$ cat src/rtl/branch_redirect_ctrl_pkg.sv
// Shared definitions for the branch redirect controller: FSM encoding and the
// Comb_OpFunct branch codes that Condition_Handler decodes.
package branch_redirect_ctrl_pkg;

    localparam logic [1:0] S_IDLE     = 2'd0;
    localparam logic [1:0] S_HOLD     = 2'd1;
    localparam logic [1:0] S_REDIRECT = 2'd2;
    localparam logic [1:0] S_FLUSH    = 2'd3;

    typedef enum logic [1:0] {
        StIdle     = S_IDLE,
        StHold     = S_HOLD,
        StRedirect = S_REDIRECT,
        StFlush    = S_FLUSH
    } state_e;

    // Comb_OpFunct = {opcode, funct3}
    localparam logic [6:0] OPC_BRANCH = 7'b1100011;
    localparam logic [9:0] COMB_BEQ   = {OPC_BRANCH, 3'b000};
    localparam logic [9:0] COMB_BNE   = {OPC_BRANCH, 3'b001};
    localparam logic [9:0] COMB_BLT   = {OPC_BRANCH, 3'b100};
    localparam logic [9:0] COMB_BGE   = {OPC_BRANCH, 3'b101};
    localparam logic [9:0] COMB_BLTU  = {OPC_BRANCH, 3'b110};
    localparam logic [9:0] COMB_BGEU  = {OPC_BRANCH, 3'b111};

    function automatic logic is_branch_op(input logic [9:0] comb_op_funct);
        return (comb_op_funct[9:3] == OPC_BRANCH) && (comb_op_funct[2:1] != 2'b01);
    endfunction

    function automatic logic multi_hot3(input logic a, input logic b, input logic c);
        return (a & b) | (a & c) | (b & c);
    endfunction

endpackage

$ cat src/rtl/branch_redirect_ctrl_sat_counter.sv
// Saturating up-counter with synchronous clear; sticks at all-ones.
module sat_counter #(
    parameter int unsigned CNT_W = 16
) (
    input  logic             clk,
    input  logic             reset,
    input  logic             inc,
    input  logic             clr,
    output logic [CNT_W-1:0] count
);

    logic [CNT_W-1:0] count_q, count_d;

    always_comb begin
        count_d = count_q;
        if (clr) begin
            count_d = '0;
        end else if (inc && (count_q != '1)) begin
            count_d = count_q + CNT_W'(1);
        end
    end

    always_ff @(posedge clk) begin
        if (reset) begin
            count_q <= '0;
        end else begin
            count_q <= count_d;
        end
    end

    assign count = count_q;

endmodule

$ cat src/rtl/branch_redirect_ctrl.sv
// Control-flow redirect sequencer: turns EX-stage branch/jump resolutions into a
// registered PC load plus a multi-cycle IF/ID and ID/EX flush, tolerating stalls.
module branch_redirect_ctrl
    import branch_redirect_ctrl_pkg::*;
#(
    parameter int unsigned ADDR_W       = 32,
    parameter int unsigned FLUSH_CYCLES = 2,
    parameter int unsigned CNT_W        = 16
) (
    input  logic              clk,
    input  logic              reset,
    input  logic              ex_valid,
    input  logic              ex_is_branch,
    input  logic              ex_is_jal,
    input  logic              ex_is_jalr,
    input  logic              cond_taken,
    input  logic [ADDR_W-1:0] ex_target,
    input  logic              stall_in,
    output logic              pc_load,
    output logic [ADDR_W-1:0] redirect_pc,
    output logic              flush_if_id,
    output logic              flush_id_ex,
    output logic              busy,
    output logic              illegal_combo,
    output logic [CNT_W-1:0]  taken_cnt,
    output logic [CNT_W-1:0]  ntaken_cnt
);

    localparam int unsigned FCW = (FLUSH_CYCLES > 2) ? $clog2(FLUSH_CYCLES) : 1;

    state_e            state_q, state_d;
    logic [ADDR_W-1:0] target_q, target_d;
    logic [ADDR_W-1:0] redirect_pc_q, redirect_pc_d;
    logic [FCW-1:0]    fcnt_q, fcnt_d;
    logic              pc_load_q, pc_load_d;
    logic              flush_q, flush_d;
    logic              busy_q, busy_d;
    logic              illegal_q, illegal_d;
    logic              resolve, taken_inc, ntaken_inc;

    always_comb begin
        resolve    = ex_valid & (ex_is_jal | ex_is_jalr | (ex_is_branch & cond_taken));
        state_d    = state_q;
        target_d   = target_q;
        fcnt_d     = fcnt_q;
        illegal_d  = illegal_q;
        ntaken_inc = 1'b0;

        unique case (state_q)
            StIdle: begin
                illegal_d = illegal_q |
                            (ex_valid & multi_hot3(ex_is_branch, ex_is_jal, ex_is_jalr));
                if (resolve) begin
                    target_d = ex_target;
                    state_d  = stall_in ? StHold : StRedirect;
                end else if (ex_valid && ex_is_branch && !stall_in) begin
                    ntaken_inc = 1'b1;
                end
            end
            StHold: begin
                if (!stall_in) state_d = StRedirect;
            end
            StRedirect: begin
                if (FLUSH_CYCLES > 1) begin
                    state_d = StFlush;
                    fcnt_d  = FCW'(FLUSH_CYCLES - 2);
                end else begin
                    state_d = StIdle;
                end
            end
            StFlush: begin
                if (fcnt_q == '0) state_d = StIdle;
                else              fcnt_d  = fcnt_q - FCW'(1);
            end
            default: state_d = StIdle;
        endcase

        // Outputs are registered from the next state so pc_load lands one cycle
        // after the resolving EX cycle.
        taken_inc     = (state_d == StRedirect);
        pc_load_d     = taken_inc;
        redirect_pc_d = taken_inc ? target_d : redirect_pc_q;
        flush_d       = (state_d == StRedirect) || (state_d == StFlush);
        busy_d        = (state_d != StIdle);
    end

    always_ff @(posedge clk) begin
        if (reset) begin
            state_q       <= StIdle;
            target_q      <= '0;
            redirect_pc_q <= '0;
            fcnt_q        <= '0;
            pc_load_q     <= 1'b0;
            flush_q       <= 1'b0;
            busy_q        <= 1'b0;
            illegal_q     <= 1'b0;
        end else begin
            state_q       <= state_d;
            target_q      <= target_d;
            redirect_pc_q <= redirect_pc_d;
            fcnt_q        <= fcnt_d;
            pc_load_q     <= pc_load_d;
            flush_q       <= flush_d;
            busy_q        <= busy_d;
            illegal_q     <= illegal_d;
        end
    end

    sat_counter #(.CNT_W(CNT_W)) u_taken_cnt (
        .clk   (clk),
        .reset (reset),
        .inc   (taken_inc),
        .clr   (1'b0),
        .count (taken_cnt)
    );

    sat_counter #(.CNT_W(CNT_W)) u_ntaken_cnt (
        .clk   (clk),
        .reset (reset),
        .inc   (ntaken_inc),
        .clr   (1'b0),
        .count (ntaken_cnt)
    );

    assign pc_load       = pc_load_q;
    assign redirect_pc   = redirect_pc_q;
    assign flush_if_id   = flush_q;
    assign flush_id_ex   = flush_q;
    assign busy          = busy_q;
    assign illegal_combo = illegal_q;

endmodule

$ cat config.mk
export PLATFORM = sky130hd
export DESIGN_NAME = branch_redirect_ctrl
export DESIGN_NICKNAME = d
export VERILOG_FILES = /design/src/rtl/branch_redirect_ctrl_pkg.sv /design/src/rtl/branch_redirect_ctrl_sat_counter.sv /design/src/rtl/branch_redirect_ctrl.sv
export SDC_FILE = /design/constraint.sdc
export NUM_CORES = 1
export LEC_CHECK = 0
export CAP_MARGIN = 5
export CORE_ASPECT_RATIO = 2
export CORE_MARGIN = 4
export CORE_UTILIZATION = 44
export CTS_BUF_LIST = sky130_fd_sc_hd__clkbuf_8 sky130_fd_sc_hd__clkbuf_16
export DETAILED_ROUTE_END_ITERATION = 12
export GPL_ROUTABILITY_DRIVEN = 1
export GPL_TIMING_DRIVEN = 1
export PLACE_DENSITY = 0.86
export SYNTH_ARGS = -nofsm -noshare
export SYNTH_HDL_FRONTEND = slang
export SYNTH_SLANG_ARGS = --single-unit
export TNS_END_PERCENT = 1
$ cat constraint.sdc
create_clock -name clk -period 1.5 [get_ports clk]
set_input_delay 0.3 -clock clk [delete_from_list [all_inputs] [get_ports clk]]
set_output_delay 0.3 -clock clk [all_outputs]
set_load 0.02 [all_outputs]
Word-level counts from Yosys, hierarchy flattened. Cells that the tools add are included.

Register bits: 103. Bits of input ports: 40. Output and inout port bits: 69. Logic and storage cells: 52.

$add $sub $neg: 3. Equality and inequality tests: 7. Multiplexer cells: 12. Bitwise operators: 11. Reduce and logical (&&, ||, !) cells: 9.

Operator list (count): $mux W32 (2); $add A16 B1 Y16 const B (2); $ne A16 B16 Y1 const B (2); $eq A2 B2 Y1 const B (4); $mux W2 (4); $pmux W2 S4 (1); $and A1 B1 Y1 (6); $or A1 B1 Y1 (5); $logic_and A1 B1 Y1 (4); $mux W1 (4); $reduce_bool A2 Y1 (2); $eq A2 B1 Y1 const B (1); $logic_not A2 Y1 (1); $pmux W1 S2 (1); $logic_not A1 Y1 (1); $logic_or A1 B1 Y1 (1); $sub A1 B1 Y1 const B (1).

Depth between registers and ports, before layout.
Depth after elaboration: 7. Gate-level depth with buffers: 7. Mapped depth without buffers: 6.

Modules after synthesis. From an unflattened synthesis, not the netlist that was laid out.

Cells, all modules: 442. Area, all modules: 4424.2 µm².

Modules (own cells, without submodules): branch_redirect_ctrl (instances 1, cells an instance 238, area an instance 2590.0 µm², seq. area each 1381.3 µm²); sat_counter (instances 2, cells an instance 102, area an instance 917.1 µm², seq. area each 320.3 µm²).

Least setup slack after synthesis. Ideal clock, no wire load.

Kind: register to register. From: reg u_taken_cnt.count_q[0], in the netlist u_taken_cnt.count[0]. To: reg u_taken_cnt.count_q[10], in the netlist u_taken_cnt.count[10]. Setup time: 128 ps. Arrival: 1621 ps. Data required time: 1372 ps. Slack: -248 ps. Cell stages (with the launch flop): 7. Path buffers: 1. Clock period less this slack: 1748 ps. Cell sequence: dfxtp_1 ha_1 and4_4 buf_6 and4bb_1 xnor2_1 nor2_1.

Cells in the longest elaborated chain, start to end: 2. Elaborated cells between the ends (all ways): 3. Classes of those cells: add/sub (1); eq/ne (1); reduce/logical (1).

Ends and longest elaborated chain: start: declaration (RTL line branch_redirect_ctrl_sat_counter.sv:12) `logic [CNT_W-1:0] count_q, count_d;`; start signal: assignment (RTL line branch_redirect_ctrl_sat_counter.sv:27) `count_q <= count_d;`; parallel branches: the longest is 2 deep, another holds $add A16 B1 Y16.

Several ways; the timed one is not identified. A chain may end at the register's enable or synchronous reset.

Worst setup path after layout.
From: reg state_q[0]. To: reg u_ntaken_cnt.count_q[9], in the netlist u_ntaken_cnt.count[9].

Cells in the longest elaborated chain, start to end: 3.

Ends and longest elaborated chain: start: declaration (RTL line branch_redirect_ctrl.sv:31) `state_e state_q, state_d;`; start signal: assignment (RTL line branch_redirect_ctrl.sv:89) `state_q <= StIdle;`; start signal: assignment (RTL line branch_redirect_ctrl.sv:98) `state_q <= state_d;`; $logic_not A2 Y1 (RTL line branch_redirect_ctrl.sv:49) `unique case (state_q)`; $mux W1 (RTL line branch_redirect_ctrl.sv:49); $logic_and A1 B1 Y1 (RTL line branch_redirect_ctrl_sat_counter.sv:18) `end else if (inc && (count_q != '1)) begin`; end signal: assignment (RTL line branch_redirect_ctrl_sat_counter.sv:27); end: declaration (RTL line branch_redirect_ctrl_sat_counter.sv:12).

No other way between the ends.

==> summary.md <==
For the worst setup path, the data required time is 1720 ps. The flow ran to the end, but the final reports show violations. The tools report the first element of the critical path as state_q[0].

For the finished layout, the period the worst path requires is 1620 ps. Row generation in the floorplan step produced 50 rows. The tools report the later-pin clock latency in the skew report as 340 ps. For the final HPWL from detailed placement, the log shows 8070 microns. The number of nets at the end of the flow is 615.

Setup repair after global routing could not meet its margin everywhere. The checks that failed: setup timing. In this run the clock root is driven by a clkbuf_16. After detailed routing, the average wire length per cell comes to 16.7 microns. For the buffer levels on the longest clock path, the log shows 2. The number of buffers inserted during clock tree synthesis was 9; the iteration-0 DRC count of the detailed router was 129. In the post-synthesis netlist, the cell with the most instances is dfxtp_1. Total wire length after detailed routing: 11400 microns. The worst setup path is captured at a flip-flop. The finished layout holds 682 standard cells, fillers aside. The design draws 6.35 mW. Post-route fraction of the period consumed by the critical path: 108%. For the clock sink count, the log shows 102. Entering global routing, the biggest net connects 51 pins. The setup check on the worst reg-to-reg path leaves a slack of -120 ps. The run gives 4 as the number of iterations in the first detailed-routing pass.

Of the cells placed in the final design, the portion with a size suffix greater than 1 is 27.7%. At the end of routability-driven placement, the weighted congestion stood at 0.875. In this run the most critical hold path is launched from reset. For the reported leakage power, the log shows 2.74 nW. At the pin with the least slew margin, the transition time is 387 ps. The net count after synthesis is 464, and the number of setup violations in the final report is 45. The area growth from synthesis to layout is 49.9%.

The number of global-route vias before repair is 3795. The number of antenna diodes in the final layout is 0. The dominant synthesized flop cell was dfxtp_1. The total global routing overflow was 0; the number of port buffers was 108. The die extent in x was 76.9 microns. Max-cap violations in this run came to 0.

Sequential cells were found to cover 48.9% of the synthesized design area. Number of top-level pins: 109. The first global-routing pass estimated 17900 microns of wire. STA classifies the critical path startpoint as a flip-flop. The synthesized netlist occupies a cell area of 4170 sq um.

The register area is 2080 sq um, and the area fraction of the dominant cell type after synthesis is 48.9%. For the max-slew violation count, the log shows 0. After technology mapping, the gate count stands at 422. Worst setup path category: flip-flop to flip-flop.

For the worst-case headroom to the max-slew limit, the log shows 74.0%. Once placement completed, the tool counted placed cells totaling 665. Power density relative to cell area: 1020 nW/um^2. The number of enable-type register cells in the synthesized netlist was 0; the number of fill cells in the layout was 719.

The number of hold buffers added after CTS was 0. For the number of antenna violations at the first check in global routing, the log shows 0. After clock tree synthesis, the clock-pin slew on the worst setup and hold paths is 70 ps. Yosys printed 0 warnings.

The top fanout value on the critical path is 5. After synthesis the netlist holds a flip-flop and latch count of 102. The total number of H-tree levels was 3.

The number of routed nets with antenna violations is 0. The cell taking the most area after synthesis is dfxtp_1. TritonCTS built the clock tree. Across all layers, the routed design uses 3682 vias.

The average vias per placed instance was 5.40; the die area was 11200 sq um. The arrival time of data at the critical path endpoint was 1830 ps. Based on the critical path, the design can be clocked at up to 619 MHz. After synthesis, the cell types taking the most area are dfxtp_1 49%, nor2_1 8.9%, mux2i_1 8.2%, a211oi_1 6.7%, xnor2_1 4.8%.

The setup slack of the critical path after layout was -116 ps. Across all hold checks on the routed design, the worst slack comes to 325 ps. The synthesized area divided by synthesized cell count was 9.89 sq um; the count of final hold-check violations was 0. Ranked by instance count, the synthesized netlist is headed by 102 x dfxtp_1, 99 x nor2_1, 37 x a211oi_1.

For this run, the total global-route usage over all layers was measured as 19.8%. In the synthesized netlist the async set-or-reset flop fraction comes to 0%. The final setup skew is 8.62 ps, and the initial core utilization is 44.8%. The number of different library cells in the post-synthesis netlist was 48. For the worst vdd rail ir drop, the log shows 1.05 mV.

The worst hold path belongs to the class input port to flip-flop. Measured along the y axis, the die boundary spans 146 microns. The remaining design rule violation count is 0, and the area occupied by multi-input gates is 2230 sq um. The worst flop-to-flop path startpoint is state_q[0]. The run gives 9320 sq um as the area of the core region.
metal layers:
layer / share of wire (%) / routed length [microns] / global-route usage [%]
met3: 3.2 / 362 / 3.59
met5: 0 / 0 / 0
met2: 58 / 6600 / 37.4
met1: 36 / 4050 / 19.7
met4: 3.1 / 347 / 11.3
final cells by class:
cell class / count / share of cell area (%)
flip-flops and latches: 102 / 33.3
well taps: 104 / 2.08
clock inverters: 5 / 0.620
clock buffers: 11 / 4.04
multi-input cells: 290 / 35.6
inverters: 3 / 0.180
repair buffers: 167 / 24.2
report_power, final:
part	leakage, nW	internal (mW)	total (mW)	switching, mW
clock	0.144	1.23	2.25	1.01
sequential	0.846	2.88	2.97	0.0898
combinational	1.75	0.517	1.14	0.620
total	2.74	4.63	6.35	1.73
logic make-up after synthesis:
group	Yosys count	share of synthesized area, %
mux	36	8.78
compound gates	57	11.8
simple gates	170	20.7
fa+ha+maj	3	0.839
buf+inv	30	4.02
flops	102	48.9
xor+xnor	24	5.04
registers in the layout (all words and copies together) (netlist names):
name	cells
state_q	2
u_taken_cnt.count	16
busy	1
u_ntaken_cnt.count	16
flush_id_ex	1
redirect_pc	32
illegal_combo	1
target_q	32
pc_load	1
worst max-delay path, stage by stage (launching register included):
cell      delay [ps]
dfxtp_2          340
and4bb_2         350
nand4_2          210
nor4_1           350
xnor2_1          190
nor2_1            50
worst paths after layout:
| check | to | depth (start not counted) |
|---|---|---|
| worst max-delay path | u_ntaken_cnt.count[9] | 5 |
| worst min-delay path | u_ntaken_cnt.count[14] | 2 |
| worst min register to register | redirect_pc[1] | 2 |
| worst max register to register | u_ntaken_cnt.count[9] | 5 |
cell usage in the layout (no fill, tap or decap), drive strengths merged, types with 2 or more instances in the layout:
cell	instances
nand2	15
a21o	2
dfxtp	102
and4bb	2
a21oi	9
and4	4
nor3b	5
nand3	12
dlygate4sd2	74
clkbuf	12
mux2	2
nand4	6
a211oi	38
nor2b	3
buf	59
and2	2
inv	6
nor2	99
nor4	5
mux2i	34
a2111oi	4
nor3	9
ha	2
xnor2	23
and3	5
clkdlybuf4s50	32
through the flow:
stage,worst slack (ps),util [%],TNS [ps],area (sq um)
floorplan,-40.6,-,-556,4270
global placement,-618,62.3,-50070,5810
detailed placement,-713,62.3,-56330,5810
CTS,-152,65.3,-3460,6080
global route,-196,67.1,-8210,6260
finish,-116,67.1,-1690,6260
what timing repair did:
action / 4_1_cts / 5_1_grt
gates resized for setup: 91 / 36
endpoints found under the setup margin: 164 / 97
setup buffers: 0 / 1
cloned: 0 / 1
pin swaps: 25 / 38
No activity file was read; power rests on OpenSTA's default activity.
